## src/rtl/os_result_drain.sv

```systemverilog
// Drains an ARRAY_SIZE x ARRAY_SIZE output-stationary result array: shifts the
// shadow chains into a local buffer, then streams it row-major over a valid/ready port.
module os_result_drain #(
  parameter int ARRAY_SIZE = 4,
  parameter int ACC_WIDTH  = 24,
  parameter int OUT_WIDTH  = 32,
  localparam int IDX_W     = (ARRAY_SIZE > 1) ? $clog2(ARRAY_SIZE) : 1
) (
  input  logic                        clk,
  input  logic                        rst_n,
  input  logic                        drain_start,
  input  logic signed [ACC_WIDTH-1:0] head_result [ARRAY_SIZE],
  output logic                        shift_en,
  output logic                        out_valid,
  input  logic                        out_ready,
  output logic [OUT_WIDTH-1:0]        out_data,
  output logic [IDX_W-1:0]            out_row,
  output logic [IDX_W-1:0]            out_col,
  output logic                        out_last,
  output logic                        busy,
  output logic                        done
);

  typedef enum logic [1:0] {IDLE, CAPTURE, EMIT, DONE} state_t;

  localparam logic [IDX_W-1:0] MAX_IDX = IDX_W'(ARRAY_SIZE - 1);

  state_t                      state_q, state_d;
  logic [IDX_W-1:0]            row_q, col_q;
  logic signed [ACC_WIDTH-1:0] buffer [ARRAY_SIZE][ARRAY_SIZE];
  logic signed [ACC_WIDTH-1:0] cur;
  logic signed [OUT_WIDTH-1:0] cur_ext;
  logic                        last_col, last_row, xfer;

  assign last_col = (col_q == MAX_IDX);
  assign last_row = (row_q == MAX_IDX);
  assign xfer     = (state_q == EMIT) && out_ready;

  always_ff @(posedge clk or negedge rst_n) begin
    if (!rst_n) state_q <= IDLE;
    else        state_q <= state_d;
  end

  always_comb begin
    state_d   = state_q;
    shift_en  = 1'b0;
    out_valid = 1'b0;
    busy      = 1'b1;
    done      = 1'b0;
    case (state_q)
      IDLE: begin
        busy = 1'b0;
        if (drain_start) state_d = CAPTURE;
      end
      CAPTURE: begin
        shift_en = 1'b1;
        if (last_col) state_d = EMIT;
      end
      EMIT: begin
        out_valid = 1'b1;
        if (out_ready && last_row && last_col) state_d = DONE;
      end
      DONE: begin
        done    = 1'b1;
        state_d = IDLE;
      end
      default: state_d = IDLE;
    endcase
  end

  // col_q doubles as the capture column index k while in CAPTURE
  always_ff @(posedge clk or negedge rst_n) begin
    if (!rst_n) begin
      row_q <= '0;
      col_q <= '0;
    end else begin
      case (state_q)
        CAPTURE: col_q <= last_col ? '0 : col_q + 1'b1;
        EMIT: begin
          if (xfer) begin
            col_q <= last_col ? '0 : col_q + 1'b1;
            if (last_col) row_q <= last_row ? '0 : row_q + 1'b1;
          end
        end
        default: begin
          row_q <= '0;
          col_q <= '0;
        end
      endcase
    end
  end

  // Buffer is never presented outside EMIT, so it needs no reset
  always_ff @(posedge clk) begin
    if (state_q == CAPTURE) begin
      for (int i = 0; i < ARRAY_SIZE; i++) buffer[i][col_q] <= head_result[i];
    end
  end

  assign cur      = buffer[row_q][col_q];
  assign cur_ext  = OUT_WIDTH'(cur);
  assign out_data = (state_q == EMIT) ? cur_ext : '0;
  assign out_row  = (state_q == EMIT) ? row_q : '0;
  assign out_col  = (state_q == EMIT) ? col_q : '0;
  assign out_last = (state_q == EMIT) && last_row && last_col;

endmodule

```

## config.mk

```make
export PLATFORM = sky130hd
export DESIGN_NAME = os_result_drain
export DESIGN_NICKNAME = d
export VERILOG_FILES = /design/src/rtl/os_result_drain.sv
export SDC_FILE = /design/constraint.sdc
export NUM_CORES = 1
export LEC_CHECK = 0
export CAP_MARGIN = 20
export CORE_MARGIN = 2
export CORE_UTILIZATION = 40
export CTS_CLUSTER_DIAMETER = 60
export DETAILED_ROUTE_END_ITERATION = 16
export PLACE_DENSITY_LB_ADDON = 0.1
export SYNTH_ARGS = -nofsm -noshare
export SYNTH_HDL_FRONTEND = slang
export SYNTH_SLANG_ARGS = --single-unit
```

## constraint.sdc

```tcl
create_clock -name clk -period 4.13 [get_ports clk]
set_clock_uncertainty 0.2 [all_clocks]
set_input_delay 0.413 -clock clk [delete_from_list [all_inputs] [get_ports clk]]
set_output_delay 0.413 -clock clk [all_outputs]
set_load 0.01 [all_outputs]
```

; Word-level counts from Yosys, hierarchy flattened
; Memory sizes are Yosys's and may differ from the RTL's.
; Cells that the tools add are included.
[totals]
register_bits = 6
mem_bits_rw = 384
inputBits = 100
out_inout_bits = 41
word_cells = 53
n_memories = 1
[op_classes]
n_addsub = 2
order_cmp = 2
n_eq_ne = 10
n_mux = 24
n_bitwise = 2
reduce_logical = 9
[memory_table]
columns = memory, depth, width, read_ports, rd_ports_with_merged_regs, wr, line_no
row1 = buffer, 4, 96, 1, 0, 4, 30  ; logic signed [ACC_WIDTH-1:0] buffer [ARRAY_SIZE][ARRAY_SIZE];
[ops]
columns = operator, n
row1 = $mux 96, 1
row2 = $mux 24, 3
row3 = $bmux 24 s2, 1
row4 = $demux 24 s2, 1
row5 = $mux 32, 1
row6 = $mux 2, 10
row7 = $eq 2x2->1 const B, 4
row8 = $ne 2x2->1 const B, 4
row9 = $pmux 2 s2, 2
row10 = $pmux 2 s4, 1
row11 = $logic_and 1x1->1, 6
row12 = $reduce_and 3->1, 2
row13 = $add 2x1->2 const B, 2
row14 = $mux 1, 4
row15 = $ge 3x3->1 const B, 1
row16 = $lt 3x1->1 const B, 1
row17 = $not 2->3, 1
row18 = $eq 2x1->1 const B, 1
row19 = $logic_not 2->1, 1
row20 = $ne 2x1->1 const B, 1
row21 = $not 1->1, 1

; Longest topological paths before layout
[depth]
depth_word = 6
depth_mapped = 8
ltp_nobuf = 6

; Worst setup path after synthesis
; No wires, ideal clock.
[synth_timing]
kind = register to register
start = register col_q[0]
end = memory buffer[0][24] in the netlist's numbering, enable pin
setup_time_ns = 0.465
arrival_ns = 3.354
required_ns = 3.465
setup_slack_ns = 0.111
stages_incl_launch_ff = 6
n_path_buf = 2
synth_period_minus_slack_ns = 4.019
cell_sequence = dfrtp_1 clkbuf_1 inv_1 buf_2 ha_1 and2_1
[synth_lines]
columns = item, line_no
row1 = "start, declared", 29  ; logic [IDX_W-1:0] row_q, col_q;
row2 = "start signal, assigned", 78  ; CAPTURE: col_q <= last_col ? '0 : col_q + 1'b1;
row3 = "start signal, assigned", 81  ; col_q <= last_col ? '0 : col_q + 1'b1;
row4 = "end, declared", 30

; Worst setup path after layout
[layout_timing]
start = register state_q[0]
end = output port out_data[12]
[layout_between]
elab_chain_len = 2
[layout_rtl]
columns = item, line_no
row1 = "start, declared", 28  ; state_t state_q, state_d;
row2 = "start signal, assigned", 41  ; else state_q <= state_d;
row3 = $eq 2x2->1, 102  ; assign out_data = (state_q == EMIT) ? cur_ext : '0;
row4 = $mux 32, 102
row5 = "end, declared", 16  ; output logic [OUT_WIDTH-1:0] out_data,
; No other way between the ends.

==> impl_results.md <==
- Outcome: completed
- Chip width: 199 um
- Setup CP Type: reg2out
- Io pins: around 140
- Seq pwr share: a little under half
- Synth cell types: 35
- Total gr overflow: 0
- DRT Wirelength: between 30,000 and 40,000 um
- Final hold viol count: 0
- CP required: 3.52 ns
- Synth top area cells: edfxtp_1 (76%), mux4_2 (13%), mux2i_1 (3.8%)
- Worst slew margin: a little over half
- Core area: around 37,000 um2
- Starting Density: about 40%
- Total Die Area: 39,500 um2
- First-pass GRT wire length: ~48,000 um
- Sequential share of the synthesized area: a little under 80%
- DR pass1 iterations: 5
- Yosys Warn Count: 0
- Latest clock arrival within the worst-skew pair: about 0.53 ns
- Pwr dens: ~590 nW/um2
- GRT Overall Usage: 16.4%
- Critical path arrival: ~3.1 ns
- Largest net degree at the start of global routing: between 60 and 70
- Final period util: between 90% and 100%
- Final core occ: 49.2%
- Root Buffer: clkbuf_16
- Setup TNS: 0 ns
- Fillers: about 3,000
- Logic pwr share: roughly a fifth
- DR DRC count: 0
- H-tree levels: 2
- Via density per instance: 5.21
- RSZ-0062 raised after global routing: false
- Nets@finish: approximately 950
- Placed wire-length estimate: 19,600 um
- Pleak: 5.76 nW
- Switching share of power: 26.1%
- Worst vdd ir: between 0.3 and 0.4 mV
- Synthesized instance count: 679
- Syn_nets: 789
- Critical Path Sink Type: output pin
- Wire per inst: 22.9 um
- Num rows: 71
- Post-route total power: roughly 11 mW
- Worst hold path class: in2reg
- Final setup vio count: 0
- ANT nets after route: 0
- Startpoint types: flop
- Via count: between 7,000 and 8,000
- Cts bufs inserted: 43
- Sw Pwr: 2.85 mW
- CTS sink cnt: 390
- Min cycle time layout: around 3.7 ns
- Drt initial violations: around 400
- PortBufs: between 100 and 150
- Share of cells above drive strength 1: around a fifth
- CTS tree: yes
- Antenna violations before repair: 2
- Least-Margin Pin Slew: around 0.69 ns
- Clk slew on worst S/H paths: roughly 0.06 ns
- Number of synthesized flops with an enable pin: between 300 and 400
- Mapped Area: 15,200 um2
- Synthesized area per cell: 22.3 um2
- Max Cap Violations: 0
- Ys flop type: edfxtp_1
- Die height: around 200 um
- Clk network pwr share: between 30% and 40%
- Synthesized flop and latch total: 390
- Area leader, netlist: edfxtp_1
- FMAX: 267 MHz
- Number of global-route vias before repair: between 7,000 and 8,000
- Internal power: just over 8 mW
- Yosys top cell area share: 76.1%
- Worst-path maximum fanout: 14
- Routability cong.: 0.740
- Max Root-Sink Buffers: 3
- Asr flop ratio synth: under 10%
- Slew Limit Fails: 0
- Synthesis-to-layout area growth: 21.7%
-- cell families after synthesis --
family | synth area share (%)
mux | 16.7
fa+ha+maj | 0.825
compound gates | 2.08
flops | 77.0
buf+inv | 2.09
simple gates | 1.29
-- power by group through the flow --
stage	clock (mW)	sequential, mW	combinational [mW]
3_3_place_gp	0	5.27	2.18
5_1_grt	3.73	5.27	2.37
3_5_place_dp	0	5.31	2.22
6_report	3.50	5.22	2.17
2_1_floorplan	0	5.26	1.31
4_1_cts	3.59	5.23	2.24
-- stage by stage --
step                      cell area (um2)  hold slack, ns  setup WS, ns  std cells
after global placement              17100           0.342         0.818       1304
after CTS                           18400           0.301         0.145       1380
after detailed placement            17100           0.372         0.701       1304
after global routing                18400           0.317         0.192       1380
final                               18400           0.323         0.382       1381
after floorplan                     15200         -0.0826         0.111        679
-- Yosys cell counts (all sizes together) (2+ instances only) --
cell,number
o21ai,3
a221oi,2
inv,7
mux2i,58
nand2b,5
nor2,2
clkbuf,14
nor2b,4
nand3,4
a21oi,5
ha,10
a22oi,8
buf,29
and2,8
o22ai,20
a211oi,4
edfxtp,384
mux4,86
dfrtp,6
nand2,11
-- worst max-delay path: stages, from the launching register on --
cell and delay [ns]:
dfrtp_1 0.42, inv_1 0.12, ha_1 0.48, nand2b_2 0.30, buf_4 0.32, o22ai_1 0.34, clkdlybuf4s50_1 0.62
-- layout make-up --
| type | count | area [um2] | share of cell area (%) |
|---|---|---|---|
| Timing Repair Buffer | 158 | 1610 | 8.75 |
| Clock buffer | 53 | 1160 | 6.27 |
| Clock inverter | 22 | 133 | 0.719 |
| Sequential cell | 390 | 11700 | 63.4 |
| Inverter | 7 | 26.3 | 0.142 |
| Tap cell | 511 | 639 | 3.47 |
| Antenna cell | 1 | 2.50 | 0.0136 |
| Multi-Input combinational cell | 239 | 3180 | 17.3 |
-- sequential cells by signal, indices dropped and copies added (netlist names) --
name,flops
buffer,384
col_q,2
row_q,2
state_q,2
-- final timing paths --
kind | from | cells after the start | slack (ns) | endpoint
worst min register to register | state_q[1] | 1 | 0.38 | state_q[1]
worst max-delay path | state_q[0] | 6 | 0.38 | out_data[12]
worst max register to register | col_q[0] | 4 | 1.21 | buffer[1][30]
worst min-delay path | head_result[3] | 1 | 0.32 | buffer[3][51]
min in group asynchronous | rst_n | 2 | 0.49 | row_q[0]
max in group asynchronous | rst_n | 2 | 2.97 | col_q[0]
-- routing by layer --
layer	share of wire, %	up-vias	track usage (%)
li1	-	3166	-
met1	44	3805	22.1
met2	49	174	27.2
met3	5.1	47	3.36
met4	1.9	2	4.28
met5	0.041	-	0
-- repair_timing --
item	4_1_cts	5_1_grt
hold endpoints to repair	6	0
resized for setup	0	1
hold buffers	1	0
buffers inserted	0	0
endpoints found under the setup margin	0	10
-- cells in the final DEF (no fill, tap or decap), drive strengths merged, types with 2 or more instances in the layout --
cell type	synthesis	layout
and2	8	8
nand2b	5	5
clkdlybuf4s50	0	140
o21ai	3	3
nand2	11	11
nor2	2	2
mux4	86	86
o22ai	20	20
dfrtp	6	6
nor2b	4	4
a211oi	4	4
clkinv	0	19
a221oi	2	2
ha	10	10
a21oi	5	5
inv	7	8
buf	29	17
nand3	4	4
edfxtp	384	384
mux2i	58	58
clkbuf	14	53
a22oi	8	8
Note: power is estimated with default switching activity, not from simulation.
